File: src/rtl/cpu_ctrl_pkg.sv
// Shared types for the CPU step controller: mode codes, FSM states,
// step counter width and a helper that says which modes run the divider.
package cpu_ctrl_pkg;

  typedef enum logic [1:0] {
    MODE_STEP  = 2'b00,
    MODE_RUN   = 2'b01,
    MODE_BREAK = 2'b10,
    MODE_HOLD  = 2'b11
  } mode_e;

  typedef enum logic [1:0] {
    ST_IDLE  = 2'b00,
    ST_PULSE = 2'b01,
    ST_GAP   = 2'b10,
    ST_HALT  = 2'b11
  } state_e;

  localparam int STEP_CNT_W = 16;

  // RUN and BREAK are the modes that free-run the divider
  function automatic logic mode_ticks(input logic [1:0] m);
    return (m == MODE_RUN) || (m == MODE_BREAK);
  endfunction

endpackage

File: src/rtl/btn_debounce.sv
// Button conditioner: 2-flop synchronizer, debounce counter, rise pulse.
// Ports: clk, reset (sync, high), btn (raw async), rise (1-cycle pulse).
module btn_debounce #(
  parameter int DEBOUNCE_CYCLES = 500000
) (
  input  logic clk,
  input  logic reset,
  input  logic btn,
  output logic rise
);

  localparam int CW = $clog2(DEBOUNCE_CYCLES + 1);

  logic          s1;
  logic          s2;
  logic          level;
  logic [CW-1:0] cnt;
  logic          flip;

  // accept the new level on the Nth consecutive differing sample
  assign flip = (s2 != level) &&
                (cnt == CW'(DEBOUNCE_CYCLES - 1));

  always_ff @(posedge clk) begin
    if (reset) begin
      s1    <= 1'b0;
      s2    <= 1'b0;
      level <= 1'b0;
      cnt   <= '0;
      rise  <= 1'b0;
    end else begin
      s1   <= btn;
      s2   <= s1;
      rise <= flip & s2;
      if (flip)
        level <= s2;
      if ((s2 == level) || flip)
        cnt <= '0;
      else
        cnt <= cnt + CW'(1);
    end
  end

endmodule

File: src/rtl/cpu_step_ctrl.sv
// Controlled clock for the single-cycle CPU: step, run, run-to-break.
// Ports: clk, reset, btn_step, mode, bp_addr, cpu_pc -> cpu_clk, halted, step_count.
module cpu_step_ctrl
  import cpu_ctrl_pkg::*;
#(
  parameter int DEBOUNCE_CYCLES = 500000,
  parameter int HIGH_CYCLES     = 4,
  parameter int RUN_DIV         = 5000000
) (
  input  logic                  clk,
  input  logic                  reset,
  input  logic                  btn_step,
  input  logic [1:0]            mode,
  input  logic [31:0]           bp_addr,
  input  logic [31:0]           cpu_pc,
  output logic                  cpu_clk,
  output logic                  halted,
  output logic [STEP_CNT_W-1:0] step_count
);

  localparam int DW = (RUN_DIV > 1) ? $clog2(RUN_DIV) : 1;
  localparam int PW = $clog2(HIGH_CYCLES + 1);

  state_e                state;
  state_e                nstate;
  logic [PW-1:0]         ph;
  logic [DW-1:0]         div;
  logic [STEP_CNT_W-1:0] step_cnt;
  logic                  from_halt;
  logic                  step_req;
  logic                  tick_en;
  logic                  tick;
  logic                  phase_end;
  logic                  start;
  logic                  cpu_clk_d;
  logic                  halted_d;
  logic                  cpu_clk_q;
  logic                  halted_q;

  btn_debounce #(
    .DEBOUNCE_CYCLES(DEBOUNCE_CYCLES)
  ) u_btn (
    .clk  (clk),
    .reset(reset),
    .btn  (btn_step),
    .rise (step_req)
  );

  // divider freezes in HALT so a stopped CPU gets no ticks
  assign tick_en   = mode_ticks(mode) && (state != ST_HALT);
  assign tick      = tick_en && (div == DW'(RUN_DIV - 1));
  assign phase_end = (ph == PW'(HIGH_CYCLES - 1));

  always_ff @(posedge clk) begin
    if (reset) begin
      state     <= ST_IDLE;
      ph        <= '0;
      div       <= '0;
      step_cnt  <= '0;
      from_halt <= 1'b0;
      cpu_clk_q <= 1'b0;
      halted_q  <= 1'b0;
    end else begin
      state <= nstate;
      if ((nstate == state) &&
          ((state == ST_PULSE) || (state == ST_GAP)))
        ph <= ph + PW'(1);
      else
        ph <= '0;
      if (!mode_ticks(mode))
        div <= '0;
      else if (tick_en)
        div <= tick ? '0 : div + DW'(1);
      if (start) begin
        step_cnt  <= step_cnt + STEP_CNT_W'(1);
        from_halt <= (state == ST_HALT);
      end
      cpu_clk_q <= cpu_clk_d;
      halted_q  <= halted_d;
    end
  end

  always_comb begin
    nstate = state;
    unique case (state)
      ST_IDLE: begin
        if (((mode == MODE_STEP) && step_req) || tick)
          nstate = ST_PULSE;
      end
      ST_PULSE: begin
        if (phase_end)
          nstate = ST_GAP;
      end
      ST_GAP: begin
        if (phase_end) begin
          if ((mode == MODE_BREAK) &&
              ((cpu_pc == bp_addr) || from_halt))
            nstate = ST_HALT;
          else
            nstate = ST_IDLE;
        end
      end
      ST_HALT: begin
        if (mode != MODE_BREAK)
          nstate = ST_IDLE;
        else if (step_req)
          nstate = ST_PULSE;
      end
      default: nstate = ST_IDLE;
    endcase
  end

  // halted holds through a single step taken from HALT
  always_comb begin
    start     = (nstate == ST_PULSE) && (state != ST_PULSE);
    cpu_clk_d = (nstate == ST_PULSE);
    halted_d  = halted_q;
    if (nstate == ST_HALT)
      halted_d = 1'b1;
    else if (nstate == ST_IDLE)
      halted_d = 1'b0;
  end

  assign cpu_clk    = cpu_clk_q;
  assign halted     = halted_q;
  assign step_count = step_cnt;

endmodule

File: config.mk
export PLATFORM = sky130hd
export DESIGN_NAME = cpu_step_ctrl
export DESIGN_NICKNAME = d
export VERILOG_FILES = /design/src/rtl/cpu_ctrl_pkg.sv /design/src/rtl/btn_debounce.sv /design/src/rtl/cpu_step_ctrl.sv
export SDC_FILE = /design/constraint.sdc
export NUM_CORES = 1
export LEC_CHECK = 0
export BUFFER_PORTS_ARGS = -buffer_cell sky130_fd_sc_hd__buf_2
export CAP_MARGIN = 0
export CORE_ASPECT_RATIO = 1.2
export CORE_MARGIN = 4
export CORE_UTILIZATION = 30
export CTS_BUF_LIST = sky130_fd_sc_hd__clkbuf_8
export CTS_CLUSTER_DIAMETER = 50
export DETAILED_ROUTE_END_ITERATION = 8
export SETUP_SLACK_MARGIN = 0.3
export SYNTH_ARGS = -nofsm -noshare
export SYNTH_HDL_FRONTEND = slang
export SYNTH_SLANG_ARGS = --single-unit
File: constraint.sdc
create_clock -name clk -period 6.5 [get_ports clk]
set_input_delay 1.3 -clock clk [delete_from_list [all_inputs] [get_ports clk]]
set_output_delay 1.3 -clock clk [all_outputs]
set_load 0.005 [all_outputs]
### Word-level counts from Yosys, hierarchy flattened

Index checks and enable logic that the tools add are counted.

* bits in registers: 70
* output and inout bits: 18
* word-level logic and storage cells: 65

* $add $sub $neg: 4
* equal/unequal tests: 17
* muxes and demuxes: 10
* bitwise operators: 3
* reduce and logical (&&, ||, !) cells: 19

Operators with widths (count)
* equality test 32 bit: 1
* adder 23 x 1 -> 23 bit, second input constant: 1
* equality test 23 bit, second input constant: 1
* 2-to-1 mux 23 bit: 1
* adder 19 x 1 -> 19 bit, second input constant: 1
* equality test 19 bit, second input constant: 1
* adder 16 x 1 -> 16 bit, second input constant: 1
* 2-to-1 mux 2 bit: 6
* equality test 2 bit, second input constant: 4
* one-hot mux 2 bit (4 select lines): 1
* logical AND 1 bit: 7
* equality test 2 x 1 -> 1 bit, second input constant: 3
* logical NOT 2 bit: 3
* OR reduction 2 bit: 3
* logical OR 1 bit: 5
* inequality test 2 bit, second input constant: 2
* adder 3 x 1 -> 3 bit, second input constant: 1
* equality test 3 x 2 -> 1 bit, second input constant: 1
* equality test 2 bit: 1
* 2-to-1 mux 1 bit: 2
* inequality test 2 x 1 -> 1 bit, second input constant: 1
* inverter 1 bit: 2
* nonzero test 2 bit: 1
* AND 1 bit: 1
* 2 further kinds: 2

### Longest topological paths before layout

Gate-level depths: netlist of the first run.

* word-level depth: 11
* depth in mapped cells: 16

### Cells and area by module

A second synthesis of the first run with hierarchy kept.

* cell total of the unflattened synthesis: 423
* area, all modules: 3799.9 um2

Modules (own cells, without submodules)
* cpu_step_ctrl: instances 1, cells an instance 308, area each 2711.4 um2, sequential area each 940.9 um2
* btn_debounce: instances 1, cells an instance 115, area each 1088.5 um2, sequential area each 460.4 um2

### Worst setup path before layout of the first run

OpenSTA, ideal clock, no wires.

* kind: input to register
* start point: in mode[0]
* end point: reg step_cnt[15] (netlist: step_count[15])
* library setup time: 0.071 ns
* arrival time: 4.146 ns
* required time: 6.429 ns
* setup slack: 2.284 ns
* stages on the path: 16
* cell sequence: inv_1 > ha_1 > nand2b_1 > nor3_1 > nand4_2 > nand3_1 > a21oi_1 > a21oi_1 > ha_1 > nor2b_1 > clkbuf_1 > and4_1 > clkbuf_1 > nand3_1 > or3_1 > a21oi_1

* word-level cells in the longest chain between the ends: 9

Ends and longest elaborated chain
* start, declared: line cpu_step_ctrl.sv:13 `input logic [1:0] mode,`
* equality test 2 x 1 -> 1 bit or equality test 2 bit (tied branches): line cpu_ctrl_pkg.sv:23, cpu_step_ctrl.sv:96
* logical OR 1 bit: line cpu_ctrl_pkg.sv:23 `return (m == MODE_RUN) || (m == MODE_BREAK);`
* logical AND 1 bit: line cpu_step_ctrl.sv:50 `assign tick_en = mode_ticks(mode) && (state != ST_HALT);`
* logical AND 1 bit: line cpu_step_ctrl.sv:51 `assign tick = tick_en && (div == DW'(RUN_DIV - 1));`
* logical OR 1 bit: line cpu_step_ctrl.sv:87 `if (((mode == MODE_STEP) && step_req) || tick)`
* 2-to-1 mux 2 bit: line cpu_step_ctrl.sv:87
* one-hot mux 2 bit (4 select lines) *: line cpu_step_ctrl.sv:85 `unique case (state)`
* net nstate[0]: line cpu_step_ctrl.sv:25 `state_e nstate;`
* equality test 2 x 1 -> 1 bit *
* net cpu_clk_d: line cpu_step_ctrl.sv:35 `logic cpu_clk_d;`
* logical AND 1 bit *: line cpu_step_ctrl.sv:115 `start = (nstate == ST_PULSE) && (state != ST_PULSE);`
* end signal, assigned: line cpu_step_ctrl.sv:75 `step_cnt <= step_cnt + STEP_CNT_W'(1);`
* end, declared: line cpu_step_ctrl.sv:28 `logic [STEP_CNT_W-1:0] step_cnt;`

Mark *: on every way through the listed nets, which the timed path passes. The rest lies on a longest branch.
A chain may end at the register's enable or synchronous reset.

### Worst setup path in the final report of the first run

Ends and elaborated chain as after synthesis.

==> impl_metrics.tcl, run 1 <==
set metrics [dict create \
    crit_path_top_delay_cell "nor2b_1" \
    grt_max_degree 29 \
    diodes 0 \
    hold_buffers 0 \
    critical-path-max-stage-delay_ns 0.43 \
    highest_layer "met4" \
    synthesis.instances 424 \
    dp_slack_ns 1.82 \
    power.switching_uw 193 \
    leakagePower_uw 0.00170 \
    port_buffers 86 \
    first_global_vias 3077 \
    power_density_nw_per_um2 199 \
    ctsResizeCount 0 \
    crit_top_cell "a21oi_1" \
    grt_antenna_before_repair 0 \
    cts_tree "built" \
    cts_buffer_depth 2 \
    fin_util_pct 37.9 \
    min_path_type "flop to flop" \
    cts_buffers 9 \
    die_h_um 128 \
    via_per_inst 4.57 \
    drtAntennaViolNets 0 \
    ys_ff_latch 70 \
    finalSetupViolCount 0 \
    hold_violations 0 \
    slew_viol_final 0 \
    wl_met2_mm 3.99 \
    place.gp.congestion 0.859 \
    drive_gt1_share_pct 20.2 \
    drc_errors 0 \
    cts_root_buf "clkbuf_8" \
    critPathArrivalTime_ns 4.61 \
    power_frac_comb_pct 6.7 \
    ys_warn_count 0 \
    path_class "input pin to flop" \
    max_freq_mhz 231 \
    end_kind "flop" \
    rows 43 \
    path_clk_slew_ns 0.08 \
    firstDrtPassIters 4 \
    period_needed_ns 4.33 \
    clk_latency_ns 0.35 \
    htreeDepth 3 \
    seqPwrFrac_pct 49.0 \
    fillers 1208 \
    grt_use_total_pct 11.8 \
    area_growth_pct 22.1 \
    dr_wl_met3_um 209 \
    ys_types 40 \
    core_um2 11700 \
    worst_slack_ns 2.17 \
    syn_nets 506 \
    postCtsSetupBuffers 0 \
    wl_met1_mm 3.35 \
    clock_sinks 70 \
    via_count 3077 \
    grt_setup_unrepaired "no" \
    die-width_um 108 \
    ys_seq_area_share_pct 38.7 \
    synth_area_um2 3620 \
    io_pins 87 \
    holdWs_ns 0.469 \
    ir_worst_vdd_v 0.000109 \
    critPathMaxFanout 6 \
    drt_iter0_markers 106 \
    fin_tns_setup_ns 0 \
    swShare_pct 21.9 \
    drt-total-wl_mm 7.69 \
    worstMarginPinSlew_ns 0.797 \
    max-cap-violations 0 \
    cp.required_ns 6.78 \
    grt_overflow_total 0 \
    relSlewSlack_pct 46.9 \
    wire_per_inst_um 11.4 \
    p_total_uw 881 \
    clkPwrFrac_pct 44.3 \
    fin_nets 593 \
    crit_chain "buf_2, inv_1, ha_1, nand2b_1, nor3_1, nand4_2, nand3_1, a21oi_1, a21oi_1, ha_1, nor2b_1, and4_1, nand3_1, or3_1, a21oi_1" \
    avgSynthCellArea_um2 8.54 \
    place_hpwl_mm 5.97 \
    status "complete, no violations" \
    initial_utilization_pct 31.0 \
    dieArea_um2 13900 \
    fin_crit_sh_pct 66.6 \
    grt_pass1_wl_mm 13.3 \
    clock_skew_ns 0.00845 \
    start_kind "input pin" \
    internal_power_uw 688 \
]
cell families after synthesis:
family / synth area share, %
muxes: 1.11
DFF: 38.7
AOI/OAI and AO/OA: 4.01
and+or+nand+nor: 29.2
adders and majority gates: 4.49
buffers and inverters: 2.63
xor gates and xnor gates: 19.8
placed cells by master, fill, tap and decap left out, types with 3 or more instances in the layout:
master / count
buf_2: 86
nor2_1: 73
dfxtp_1: 70
xnor2_1: 48
nand2_1: 34
xor2_1: 34
nand3_1: 19
nand4_1: 18
inv_1: 13
ha_1: 13
a21oi_1: 11
clkbuf_8: 10
and3_1: 9
nor3_1: 8
or3_1: 7
nor2b_1: 7
nand2b_1: 6
o21ai_0: 5
and2_1: 4
and4_1: 4
mux2i_1: 4
nor4_1: 3
a211oi_1: 3
o21ai_1: 3
cell type report:
class                      instances  area, um2  area share, %
inverter                          12       45.0           1.02
multi-input combinational        332       2120           48.1
timing repair buffer              86        430           9.74
sequential                        70       1400           31.7
clock buffer                      10        138           3.11
clock inverter                     6       85.1           1.92
tap                              157        196           4.44
power groups by stage:
stage / combinational, uW / clock (uW) / sequential [uW]
CTS: 59.9 / 406 / 431
floorplan: 31.4 / 0 / 441
global route: 66.0 / 419 / 432
global placement: 57.9 / 0 / 441
finish: 59.0 / 390 / 432
detailed placement: 59.6 / 0 / 442
final timing paths:
| kind | start | to | slack [ns] | depth (start not counted) |
|---|---|---|---|---|
| max | mode[0] | step_count[15] | 2.17 | 15 |
| min | u_btn.s1 | u_btn.s2 | 0.47 | 1 |
| max reg2reg | state[1] | step_count[15] | 2.70 | 13 |
| min reg2reg | u_btn.s1 | u_btn.s2 | 0.47 | 1 |
layer usage:
layer | GRT usage (%) | vias to the layer above
met1 | 13.5 | 1433
met3 | 2.91 | 12
met4 | 4.98 | 0
met2 | 20.7 | 29
li1 | - | 1603
met5 | 0 | -
registers in the layout (all words and copies together), names as in the netlist, 2 cells and up:
| register | flops |
|---|---|
| state | 2 |
| div | 23 |
| u_btn.cnt | 19 |
| step_count | 16 |
| ph | 3 |
per-stage QoR:
step                      instances  area, um2
after floorplan                 424       3620
after global placement          657       4200
after detailed placement        657       4200
after CTS                       673       4420
after global routing            673       4420
final                           673       4420
critical path: cells and delay by family:
kind,cells,cell delay [ns]
buffers and inverters,2,0.12
adder cells (fa/ha/maj),2,0.51
AND/OR/NAND/NOR,8,2.27
AO/OA/AOI/OAI,3,0.43
synth_stat cells:
library cell	number	share of area (%)
nor2_1	73	7.6
dfxtp_1	70	39
xnor2_1	48	12
nand2_1	34	3.5
xor2_1	34	8.2
nand3_1	19	2.6
nand4_1	18	3.1
ha_1	13	4.5
inv_1	12	1.2
a21oi_1	11	1.5
and3_1	9	1.6
nor3_1	8	1.1
clkbuf_1	7	0.73
nor2b_1	7	1.2
or3_1	7	1.2
nand2b_1	6	1.0
o21ai_0	5	0.69
and2_1	4	0.69
and4_1	4	0.97
mux2i_1	4	1.1
a211oi_1	3	0.62
nor4_1	3	0.52
o21ai_1	3	0.41
nand3b_1	2	0.41
nand4bb_1	2	0.62
nor3b_1	2	0.41
nor4b_1	2	0.48
or4b_1	2	0.55
a2bb2oi_1	1	0.24
a311o_1	1	0.28
a32oi_1	1	0.24
and4b_1	1	0.28
buf_2	1	0.14
buf_4	1	0.21
buf_6	1	0.31
nand2b_2	1	0.24
nand4_2	1	0.35
nand4b_1	1	0.24
nor4_2	1	0.35
or2_1	1	0.17
Power figures use the tool's default switching activity.
==> inputs of run 2 (changes only) <==
- clock period: 6.5 -> 4.15 ns (I/O delays scaled with it)
==> run 2 against run 1 <==
  * Largest cell class unchanged
  * Critical endpoint unchanged
  * Critical path depth did not move
  * First-iteration DRC count down 30%
  * Clock power rose by 53%
  * Die area stayed put
==> impl_metrics.tcl, run 2 (synthesis gave the netlist of run 1 again) <==
set metrics [dict create \
    status "complete, no violations" \
    drive_gt1_share_pct 20.1 \
    r2r_slack_ns 0.68 \
    postCtsSetupBuffers 0 \
    fin_crit_sh_pct 85.0 \
    crit_top_cell "a21oi_1" \
    htreeDepth 3 \
    worstMarginPinSlew_ns 0.802 \
    end_kind "flop" \
    cts_buffer_depth 2 \
    crit_cells 15 \
    die_h_um 128 \
    layout_commonest_cell "buf_2" \
    worst-r2r-cell-count 13 \
    wire_per_inst_um 11.8 \
    drc_errors 0 \
    critPathArrivalTime_ns 3.80 \
    fin_util_pct 37.9 \
    multi_input_area_um2 2120 \
    cp.required_ns 4.42 \
    cts_root_buf "clkbuf_8" \
    grt_setup_unrepaired "no" \
    reg2reg_from "state[0]" \
    grtUsageMet3_pct 3.71 \
    period_needed_ns 3.53 \
    path_clk_slew_ns 0.07 \
    mostFrequentLayoutCells "buf_2 (86), nor2_1 (73), dfxtp_1 (70), xnor2_1 (48)" \
    min_path_type "flop to flop" \
    max-cap-violations 0 \
    grt.met1_usage_pct 13.9 \
    leakagePower_uw 0.00171 \
    holdWs_ns 0.443 \
    regArea_um2 1400 \
    cts_tree "built" \
    rows 43 \
    hold_violations 0 \
    drt-total-wl_mm 7.97 \
    path_class "input pin to flop" \
    place.gp.congestion 0.850 \
    first_global_vias 3086 \
    hold_buffers 0 \
    critical-path-max-stage-delay_ns 0.37 \
    fin_nets 594 \
    initial_utilization_pct 31.0 \
    crit_chain "buf_2, inv_1, ha_1, nand2b_1, nor3_1, nand4_2, nand3_1, a21oi_1, a21oi_1, ha_1, nor2b_1, and4_1, nand3_1, or3_1, a21oi_1" \
    path_buf_inv 2 \
    grt_overflow_total 0 \
    via_count 3096 \
    dieArea_um2 13900 \
    fin_tns_setup_ns 0 \
    clock_skew_ns 0.00684 \
    via_per_inst 4.59 \
    ir_worst_vdd_v 0.000181 \
    die-width_um 108 \
    endpoint "step_count[15]" \
    slew_viol_final 0 \
    diodes 0 \
    ctsResizeCount 0 \
    fillers 1242 \
    relSlewSlack_pct 46.6 \
    worst_slack_ns 0.621 \
    max_freq_mhz 283 \
    grt_use_total_pct 12.0 \
    grt_antenna_before_repair 0 \
    start_kind "input pin" \
    crit_family "simple AND/OR/NAND/NOR gates" \
    gr-usage-met2_pct 21.3 \
    io_pins 87 \
    crit_path_top_delay_cell "or3_1" \
    critPathMaxFanout 6 \
    firstDrtPassIters 4 \
    area_growth_pct 22.1 \
    clk_latency_ns 0.34 \
    clock_sinks 70 \
    drtAntennaViolNets 0 \
    port_buffers 86 \
    grt_max_degree 29 \
    dp_slack_ns 0.277 \
    power_density_nw_per_um2 309 \
    top_register "div" \
    busiest_layer "met2" \
    largest_reg_flops 23 \
    r2r-end "step_count[15]" \
    p_total_uw 1360 \
    grt_pass1_wl_mm 13.6 \
    crit_start "mode[0]" \
    place_hpwl_mm 6.11 \
    finalSetupViolCount 0 \
    core_um2 11700 \
    cts_buffers 9 \
    drt_iter0_markers 74 \
]
[run 2: changes by cell type in the layout (fill, tap and decap cells not counted), sizes merged]
cell      delta
buf          +1
clkinv       +1
clkinvlp     -1
[run 2: per-layer routing]
layer | vias to the layer above | part of all wire [%]
li1 | 1601 | -
met1 | 1452 | 43
met2 | 37 | 52
met3 | 6 | 3.4
met4 | 0 | 0.83
met5 | - | 0
[run 2: how the worst min path moves through the flow]
stage	start	to	slack, ns	cells past startpoint
after floorplan	u_btn.s1	u_btn.s2	0.41	1
after global placement	u_btn.s1	u_btn.s2	0.44	1
after detailed placement	u_btn.s1	u_btn.s2	0.43	1
after CTS	u_btn.s1	u_btn.s2	0.45	1
after global routing	u_btn.s1	u_btn.s2	0.46	1
final	u_btn.s1	u_btn.s2	0.44	1
[run 2: worst register-to-register path: cells and delay by family, from the launching register on]
kind	cells	cell delay [ns]
adders and majority gates	2	0.54
DFF	1	0.39
AOI/OAI and AO/OA	3	0.44
and+or+nand+nor	8	2.04
[run 2: per-stage QoR]
stage	cell area, um2	instances
3_5_place_dp	4210	658
3_3_place_gp	4210	658
6_report	4420	674
2_1_floorplan	3620	424
4_1_cts	4420	674
5_1_grt	4420	674
[run 2: power by group]
group          switching, uW  total, uW  internal (uW)
Combinational           43.5       93.7           50.2
Sequential              1.98        676            674
Clock                    247        595            349
[run 2: cell type report]
class / count / area share, %
Inverter: 12 / 1.02
Clock buffer: 10 / 3.11
Clock inverter: 6 / 1.75
Sequential cell: 70 / 31.7
Multi-Input combinational cell: 332 / 48.1
Timing Repair Buffer: 87 / 9.91
Tap cell: 157 / 4.44
